<file path="config.mk">
export PLATFORM = sky130hd
export DESIGN_NAME = sleep_wdt_ctrl
export DESIGN_NICKNAME = d
export VERILOG_FILES = /design/src/rtl/sleep_wdt_ctrl_pkg.sv /design/src/rtl/sleep_wdt_ctrl_sync_edge_det.sv /design/src/rtl/sleep_wdt_ctrl.sv
export SDC_FILE = /design/constraint.sdc
export NUM_CORES = 1
export LEC_CHECK = 0
export CORE_MARGIN = 2
export CORE_UTILIZATION = 48
export DETAILED_ROUTE_END_ITERATION = 8
export PLACE_DENSITY = 0.75
export SYNTH_ARGS = -nofsm -noshare
export SYNTH_HDL_FRONTEND = slang
export SYNTH_SLANG_ARGS = --single-unit
</file>
<file path="constraint.sdc">
create_clock -name clk -period 1.7 [get_ports clk]
set_input_delay 0.34 -clock clk [delete_from_list [all_inputs] [get_ports clk]]
set_output_delay 0.34 -clock clk [all_outputs]
set_load 0.005 [all_outputs]
</file>
<file path="src/rtl/sleep_wdt_ctrl_pkg.sv">
// Shared types and constants for the sleep / watchdog sequencer.
// Holds state encodings, STATUS bit positions and counter sizing.
package sleep_wdt_ctrl_pkg;

    typedef enum logic [1:0] {
        SWC_RUN     = 2'd0,
        SWC_SLEEP   = 2'd1,
        SWC_WAKE    = 2'd2,
        SWC_WDT_RST = 2'd3
    } swc_state_t;

    localparam int STATUS_TO = 4;
    localparam int STATUS_PD = 3;

    // Width able to hold 0..n, never narrower than one bit.
    function automatic int cnt_w(input int n);
        if (n < 1) begin
            return 1;
        end
        return $clog2(n + 1);
    endfunction

endpackage

</file>
<file path="src/rtl/sleep_wdt_ctrl_sync_edge_det.sv">
// Multi-flop synchroniser followed by a registered rising-edge pulse.
// Reset value is a parameter so a level held at reset never looks like an edge.
module sync_edge_det #(
    parameter int   STAGES  = 2,
    parameter logic RST_VAL = 1'b1
) (
    input  logic clk,
    input  logic rst,
    input  logic din,
    output logic rise
);

    logic [STAGES-1:0] sync_q;
    logic              prev_q;

    always_ff @(posedge clk) begin
        if (rst) begin
            sync_q <= {STAGES{RST_VAL}};
            prev_q <= RST_VAL;
            rise   <= 1'b0;
        end else begin
            sync_q[0] <= din;
            for (int i = 1; i < STAGES; i++) begin
                sync_q[i] <= sync_q[i-1];
            end
            prev_q <= sync_q[STAGES-1];
            rise   <= sync_q[STAGES-1] & ~prev_q;
        end
    end

endmodule

</file>
<file path="src/rtl/sleep_wdt_ctrl.sv">
// PIC16F power-down / watchdog sequencer: SLEEP, CLRWDT, wake and WDT reset.
// Owns STATUS TO/PD; stalls the core while asleep and during the wake delay.
module sleep_wdt_ctrl
    import sleep_wdt_ctrl_pkg::*;
#(
    parameter int SYNC_STAGES     = 2,
    parameter int RST_HOLD_CYCLES = 4,
    parameter int WAKE_CYCLES     = 1
) (
    input  logic clk,
    input  logic rst,
    input  logic instr_strobe,
    input  logic exec_sleep,
    input  logic exec_clrwdt,
    input  logic wake_req,
    input  logic wdt_en,
    input  logic wdt_timeout,
    output logic wdt_clr,
    output logic core_stall,
    output logic core_rst,
    output logic wake_pulse,
    output logic status_to,
    output logic status_pd
);

    localparam int HW = cnt_w(RST_HOLD_CYCLES);
    localparam int WW = cnt_w(WAKE_CYCLES);

    localparam logic [HW-1:0] HOLD_LAST = HW'(RST_HOLD_CYCLES - 1);
    localparam logic [WW-1:0] WAKE_TERM = WW'(WAKE_CYCLES);
    localparam logic [WW-1:0] WAKE_LAST = WW'(WAKE_CYCLES - 1);
    localparam logic          WAKE_STALL = (WAKE_CYCLES != 0);

    swc_state_t    state;
    logic [HW-1:0] hold_cnt;
    logic [WW-1:0] wake_cnt;
    logic          wdt_rise;
    logic          wdt_ev;
    logic          wake_done;

    sync_edge_det #(
        .STAGES  (SYNC_STAGES),
        .RST_VAL (1'b1)
    ) u_wdt_sync (
        .clk  (clk),
        .rst  (rst),
        .din  (wdt_timeout),
        .rise (wdt_rise)
    );

    assign wdt_ev     = wdt_en & wdt_rise;
    assign wake_done  = (wake_cnt == WAKE_TERM);
    assign wake_pulse = (state == SWC_WAKE) & wake_done;

    always_ff @(posedge clk) begin
        if (rst) begin
            state      <= SWC_RUN;
            hold_cnt   <= '0;
            wake_cnt   <= '0;
            wdt_clr    <= 1'b0;
            core_stall <= 1'b0;
            core_rst   <= 1'b0;
            status_to  <= 1'b1;
            status_pd  <= 1'b1;
        end else begin
            wdt_clr <= 1'b0;
            unique case (state)
                SWC_RUN: begin
                    // A timeout outranks whatever instruction retires this clk.
                    if (wdt_ev) begin
                        state     <= SWC_WDT_RST;
                        hold_cnt  <= '0;
                        wdt_clr   <= 1'b1;
                        core_rst  <= 1'b1;
                        status_to <= 1'b0;
                        status_pd <= 1'b1;
                    end else if (instr_strobe && exec_sleep) begin
                        wdt_clr   <= 1'b1;
                        status_to <= 1'b1;
                        status_pd <= 1'b0;
                        if (!wake_req) begin
                            state      <= SWC_SLEEP;
                            core_stall <= 1'b1;
                        end
                    end else if (instr_strobe && exec_clrwdt) begin
                        wdt_clr   <= 1'b1;
                        status_to <= 1'b1;
                        status_pd <= 1'b1;
                    end
                end
                SWC_SLEEP: begin
                    core_stall <= 1'b1;
                    if (wdt_ev || wake_req) begin
                        state      <= SWC_WAKE;
                        wake_cnt   <= '0;
                        core_stall <= WAKE_STALL;
                        if (wdt_ev) begin
                            status_to <= 1'b0;
                        end
                    end
                end
                SWC_WAKE: begin
                    if (wake_done) begin
                        state      <= SWC_RUN;
                        core_stall <= 1'b0;
                    end else if (instr_strobe) begin
                        wake_cnt <= wake_cnt + 1'b1;
                        // Drop stall together with the wake pulse cycle.
                        if (wake_cnt == WAKE_LAST) begin
                            core_stall <= 1'b0;
                        end
                    end
                end
                SWC_WDT_RST: begin
                    core_stall <= 1'b0;
                    if (hold_cnt == HOLD_LAST) begin
                        state    <= SWC_RUN;
                        core_rst <= 1'b0;
                    end else begin
                        hold_cnt <= hold_cnt + 1'b1;
                    end
                end
                default: begin
                    state <= SWC_RUN;
                end
            endcase
        end
    end

endmodule

</file>
==> flow_metrics.env, run 1 <==
export IMPL_synth_cell_area_sq_um=704.4
export IMPL_drc=0
export IMPL_cts_inserted_buffers=3
export IMPL_switchingPower_mw=0.1678
export IMPL_crit_path_max_fanout=3
export IMPL_cts_setup_buffers=0
export IMPL_final_cell_mix="15 x dfxtp_1, 12 x clkdlybuf4s50_1, 9 x a21oi_1, 5 x inv_1, 4 x buf_4"
export IMPL_cts_max_level=1
export IMPL_vias=613
export IMPL_diodes=0
export IMPL_share_seq_of_total_power_pct=54.9
export IMPL_place_inst=103
export IMPL_cts_tree="done"
export IMPL_power_share_switching_pct=24.53
export IMPL_placeableCoreArea_sq_um=1334
export IMPL_cts_resized=1
export IMPL_fin_tns_setup_ns=0
export IMPL_gr_total_overflow=0
export IMPL_max_stage_delay_ns=0.51
export IMPL_nets=103
export IMPL_max_vdd_ir_drop_uv=465.1
export IMPL_globalplace_congestion=0.7771
export IMPL_final_cells=107
export IMPL_cellPowerDensity_nw_per_um2=772.2
export IMPL_viasPerCell=5.729
export IMPL_synth_edff_count=0
export IMPL_drv_cap=0
export IMPL_critPathSlowestCell="clkdlybuf4s50_1"
export IMPL_p_comb_share_pct=16.5
export IMPL_start_kind="register"
export IMPL_p_int_mw=0.5162
export IMPL_hold_viol_final=0
export IMPL_worstMarginPinSlew_ns=0.3849
export IMPL_n_fill_cell=120
export IMPL_cts_root_buf="clkbuf_4"
export IMPL_finalPower_mw=0.6840
export IMPL_chipWidth_um=42.31
export IMPL_mostFrequentLayoutCell="dfxtp_1"
export IMPL_ys_seq_elements=15
export IMPL_area_growth_pct=25.75
export IMPL_ys_async_sr_fraction_pct=0
export IMPL_worstPathArrival_ns=1.14
export IMPL_routed_wl_um=1325
export IMPL_status="finished, final reports clean"
export IMPL_initial_utilization_pct=52.81
export IMPL_cellLeakagePower_nw=0.3373
export IMPL_grt_pass1_vias=541
export IMPL_syn_area_per_cell_sq_um=9.519
export IMPL_ant_nets=0
export IMPL_rsz0062_at_grt="false"
export IMPL_fmax_mhz=674.9
export IMPL_synth_cell_type_count=34
export IMPL_drt_pre_antenna_iters=4
export IMPL_utilization_pct=66.42
export IMPL_grt_pass1_wl_um=2387
export IMPL_setup_ws_ns=0.2182
export IMPL_maxSlewViolCount=0
export IMPL_antenna_found_initial=0
export IMPL_hpwl_um=998.8
export IMPL_die_height_um=42.31
export IMPL_finalCriticalPeriod_ns=1.482
export IMPL_clock_skew_ns=0.001932
export IMPL_path_clk_slew_ns=0.09
export IMPL_wl_per_cell_um=12.38
export IMPL_slew_headroom_pct=74.02
export IMPL_path_cells="clkdlybuf4s50_1"
export IMPL_pre_cts_ws_ns=0.01709
export IMPL_drive_above_1_share_pct=20.65
export IMPL_cts_sinks=15
export IMPL_holdBufCountCts=0
export IMPL_setup_viol=0
export IMPL_first_iter_violations=7
export IMPL_worst_path_buf_inv=1
export IMPL_seq_area_frac_synth_pct=42.63
export IMPL_syn_inst=74
export IMPL_fin_crit_sh_pct=87.16
export IMPL_yosys_warnings=0
export IMPL_grt_max_degree=17
export IMPL_track_usage_pct=16.80
export IMPL_insertion_delay_ns=0.27
export IMPL_dieArea_sq_um=1790
export IMPL_cp_end_kind="output pin"
export IMPL_ys_flop_type="dfxtp_1"
export IMPL_criticalPathCategory="reg -> out"
export IMPL_worstPathRequired_ns=1.36
export IMPL_portBuffers=13
export IMPL_clk_path_buf_depth=2
export IMPL_hold_class="reg -> reg"
export IMPL_rows=13
export IMPL_io_pins=14
export IMPL_cpLargestDelayFamily="buffers and inverters"
export IMPL_synth_nets=84
export IMPL_clock_power_share_pct=28.6
[per-layer routing]
metal / part of all wire (%) / global-route usage [%]
met2: 44 / 26.46
met4: 1.3 / 5.625
met5: 0 / 0
met1: 50 / 23.02
met3: 4.8 / 3.017
[logic make-up (layout without fill, tap and decap cells)]
family                   count (synthesis)  count (layout)  synth area share [%]
AO/OA/AOI/OAI                           27              27                 27.53
AND/OR/NAND/NOR                         22              22                 20.25
flip-flops                              15              15                 42.63
buffers and inverters                    8              26                 6.039
adder cells (fa/ha/maj)                  2               2                 3.552
[worst reg2reg max path: stages (launching register included)]
cell,delay [ns]
dfxtp_1,0.32
ha_1,0.20
ha_1,0.21
nand3b_2,0.25
or2_0,0.22
a21oi_1,0.12
[worst paths after layout]
kind                                start  depth (start not counted)  slack, ns                    endpoint
max                 core_rst$_SDFFE_PP0P_                          1       0.22                    core_rst
min          u_wdt_sync.prev_q$_SDFF_PP1_                          1       0.40  u_wdt_sync.rise$_SDFF_PP0_
max reg2reg      hold_cnt[0]$_SDFFE_PP0P_                          5       0.32    hold_cnt[2]$_SDFFE_PP0P_
min reg2reg  u_wdt_sync.prev_q$_SDFF_PP1_                          1       0.40  u_wdt_sync.rise$_SDFF_PP0_
[through the flow]
| stage | hold WS (ns) | instance area (sq um) |
|---|---|---|
| after CTS | 0.4102 | 885.9 |
| after global placement | 0.3797 | 859.6 |
| final | 0.4025 | 885.9 |
| after detailed placement | 0.3951 | 859.6 |
| after global routing | 0.4211 | 885.9 |
| after floorplan | 0.3721 | 704.4 |
[registers in the layout (all words and copies together), names as in the netlist]
name,flops
u_wdt_sync.rise,1
u_wdt_sync.prev_q,1
status_to,1
wdt_clr,1
core_rst,1
u_wdt_sync.sync_q,2
state,2
wake_cnt,1
status_pd,1
core_stall,1
hold_cnt,3
[Yosys cell counts (all sizes together) (2+ instances only)]
cell	count	share of area [%]
dfxtp	15	43
a21oi	9	6.4
o21ai	6	4.3
inv	5	2.7
a211oi	4	6.4
or2	4	3.6
buf	3	3.4
nand2	3	1.6
nor3	3	2.8
ha	2	3.6
nand2b	2	1.8
nor2	2	1.1
o311ai	2	2.5
[power by group through the flow]
| stage | Clock (mW) | Sequential, mW | Combinational [mW] |
|---|---|---|---|
| 3_5_place_dp | 0 | 0.384 | 0.113 |
| 5_1_grt | 0.213 | 0.377 | 0.125 |
| 2_1_floorplan | 0 | 0.386 | 0.0586 |
| 4_1_cts | 0.201 | 0.376 | 0.114 |
| 6_report | 0.196 | 0.375 | 0.113 |
| 3_3_place_gp | 0 | 0.384 | 0.113 |
[cell type report]
cell class	count	area, sq um	share of cell area, %
clock inverter	1	5.005	0.5650
multi-input combinational	51	361.6	40.82
clock buffer	3	22.52	2.542
timing repair buffer	17	158.9	17.94
inverter	5	18.77	2.119
sequential	15	300.3	33.90
tap	15	18.77	2.119
No activity file was read; power rests on OpenSTA's default activity.
==> run 2, diff against run 1 <==
Settings changed: CORE_UTILIZATION 48 to 35, PLACE_DENSITY 0.75 to default.
==> flow_metrics.env, run 2 (same netlist as run 1, synthesis figures left out) <==
export IMPL_status="finished, final reports clean"
export IMPL_drive_above_1_share_pct=19.57
export IMPL_grt_max_degree=17
export IMPL_finalCriticalPeriod_ns=1.517
export IMPL_regMostFlops="hold_cnt"
export IMPL_antenna_found_initial=0
export IMPL_area_growth_pct=27.71
export IMPL_setup_viol=0
export IMPL_chipWidth_um=48.86
export IMPL_io_pins=14
export IMPL_clk_path_buf_depth=2
export IMPL_design_area_sq_um=899.6
export IMPL_worstMarginPinSlew_ns=0.3270
export IMPL_worstPathRequired_ns=1.36
export IMPL_initial_utilization_pct=36.65
export IMPL_dieArea_sq_um=2387
export IMPL_drc=0
export IMPL_place_inst=115
export IMPL_ant_nets=0
export IMPL_max_vdd_ir_drop_uv=417.2
export IMPL_n_fill_cell=204
export IMPL_die_height_um=48.86
export IMPL_cpLargestDelayFamily="buffers and inverters"
export IMPL_fmax_mhz=659.1
export IMPL_critPathSlowestCell="dfxtp_1"
export IMPL_worstPathArrival_ns=1.18
export IMPL_insertion_delay_ns=0.28
export IMPL_placeableCoreArea_sq_um=1922
export IMPL_vias=591
export IMPL_fin_tns_setup_ns=0
export IMPL_viasPerCell=4.966
export IMPL_top_regs="hold_cnt: 3 flops, state: 2 flops, u_wdt_sync.sync_q: 2 flops"
export IMPL_globalplace_congestion=0.7107
export IMPL_drv_cap=0
export IMPL_start_kind="register"
export IMPL_rsz0062_at_grt="false"
export IMPL_track_usage_pct=13.28
export IMPL_final_cells=119
export IMPL_grt_pass1_wl_um=2435
export IMPL_grt_pass1_vias=546
export IMPL_cellPowerDensity_nw_per_um2=768.8
export IMPL_mostFrequentLayoutCell="dfxtp_1"
export IMPL_path_cells="inv_1 > nor3_1 > dlygate4sd2_1"
export IMPL_cts_sinks=15
export IMPL_first_iter_violations=5
export IMPL_portBuffers=13
export IMPL_gr_total_overflow=0
export IMPL_criticalPathCategory="reg -> out"
export IMPL_slew_headroom_pct=78.07
export IMPL_max_stage_delay_ns=0.34
export IMPL_crit_path_max_fanout=5
export IMPL_timing_hold_ws_ns=0.4031
export IMPL_routed_wl_um=1388
export IMPL_wl_per_cell_um=11.66
export IMPL_hold_class="reg -> reg"
export IMPL_cts_root_buf="clkbuf_4"
export IMPL_fin_crit_sh_pct=89.25
export IMPL_final_cell_mix="15 x dfxtp_1, 12 x clkdlybuf4s50_1, 9 x a21oi_1, 5 x inv_1, 4 x buf_4"
export IMPL_diodes=0
export IMPL_place_area_sq_um=874.6
export IMPL_worst_path_buf_inv=2
export IMPL_cellLeakagePower_nw=0.3346
export IMPL_cts_tree="done"
export IMPL_cts_max_level=1
export IMPL_rows=16
export IMPL_largest_reg_flops=3
export IMPL_maxSlewViolCount=0
export IMPL_hold_viol_final=0
export IMPL_nets=103
export IMPL_finalPower_mw=0.6916
export IMPL_cp_end_kind="output pin"
export IMPL_hpwl_um=1043
export IMPL_path_clk_slew_ns=0.09
export IMPL_clock_skew_ns=0.005606
export IMPL_drt_pre_antenna_iters=5
export IMPL_cts_inserted_buffers=3
run 2: changes by cell type in the layout (fill, tap and decap cells not counted), sizes merged:
cell    before  now
clkbuf       3    4
clkinv       1    0
run 2: worst paths after layout:
path,startpoint,end,slack (ns),depth (start not counted)
setup / recovery,state[1]$_SDFFE_PP0P_,wake_pulse,0.18,3
hold / removal,u_wdt_sync.prev_q$_SDFF_PP1_,u_wdt_sync.rise$_SDFF_PP0_,0.40,1
setup reg to reg,hold_cnt[0]$_SDFFE_PP0P_,hold_cnt[2]$_SDFFE_PP0P_,0.30,5
hold reg to reg,u_wdt_sync.prev_q$_SDFF_PP1_,u_wdt_sync.rise$_SDFF_PP0_,0.40,1
run 2: area by class of cell:
type	instances	area [sq um]	share of cell area [%]
Multi-Input combinational cell	51	361.6	40.19
Sequential cell	15	300.3	33.38
Timing Repair Buffer	17	158.9	17.66
Tap cell	27	33.78	3.755
Clock buffer	4	26.28	2.921
Inverter	5	18.77	2.086
run 2: report_power, final:
group | switching [mW] | internal (mW) | leakage, nW
Sequential | 0.00768 | 0.367 | 0.123
Clock | 0.112 | 0.0910 | 0.0150
Combinational | 0.0516 | 0.0619 | 0.197
Total | 0.172 | 0.520 | 0.335
run 2: per-stage QoR:
step / setup slack, ns / util [%]
final: 0.1828 / 46.81
after global routing: 0.08113 / 46.81
after CTS: 0.1671 / 46.81
after detailed placement: 0.1154 / 45.51
after global placement: 0.1321 / 45.51
after floorplan: 0.4423 / -
run 2: routing by layer:
metal	part of all wire, %	track usage, %	vias to the layer above	wire length, um
met3	4.3	4.294	2	60
met1	51	18.65	266	703
met4	0.43	5.714	0	6
met5	0	0	-	0
met2	44	18.49	13	617
li1	-	-	310	-
run 2: timing repair:
item,CTS,global route
resized for setup,1,0
setup endpoints to repair,1,0
hold buffers,0,0
endpoints found under the hold margin,0,0
setup buffers,0,0
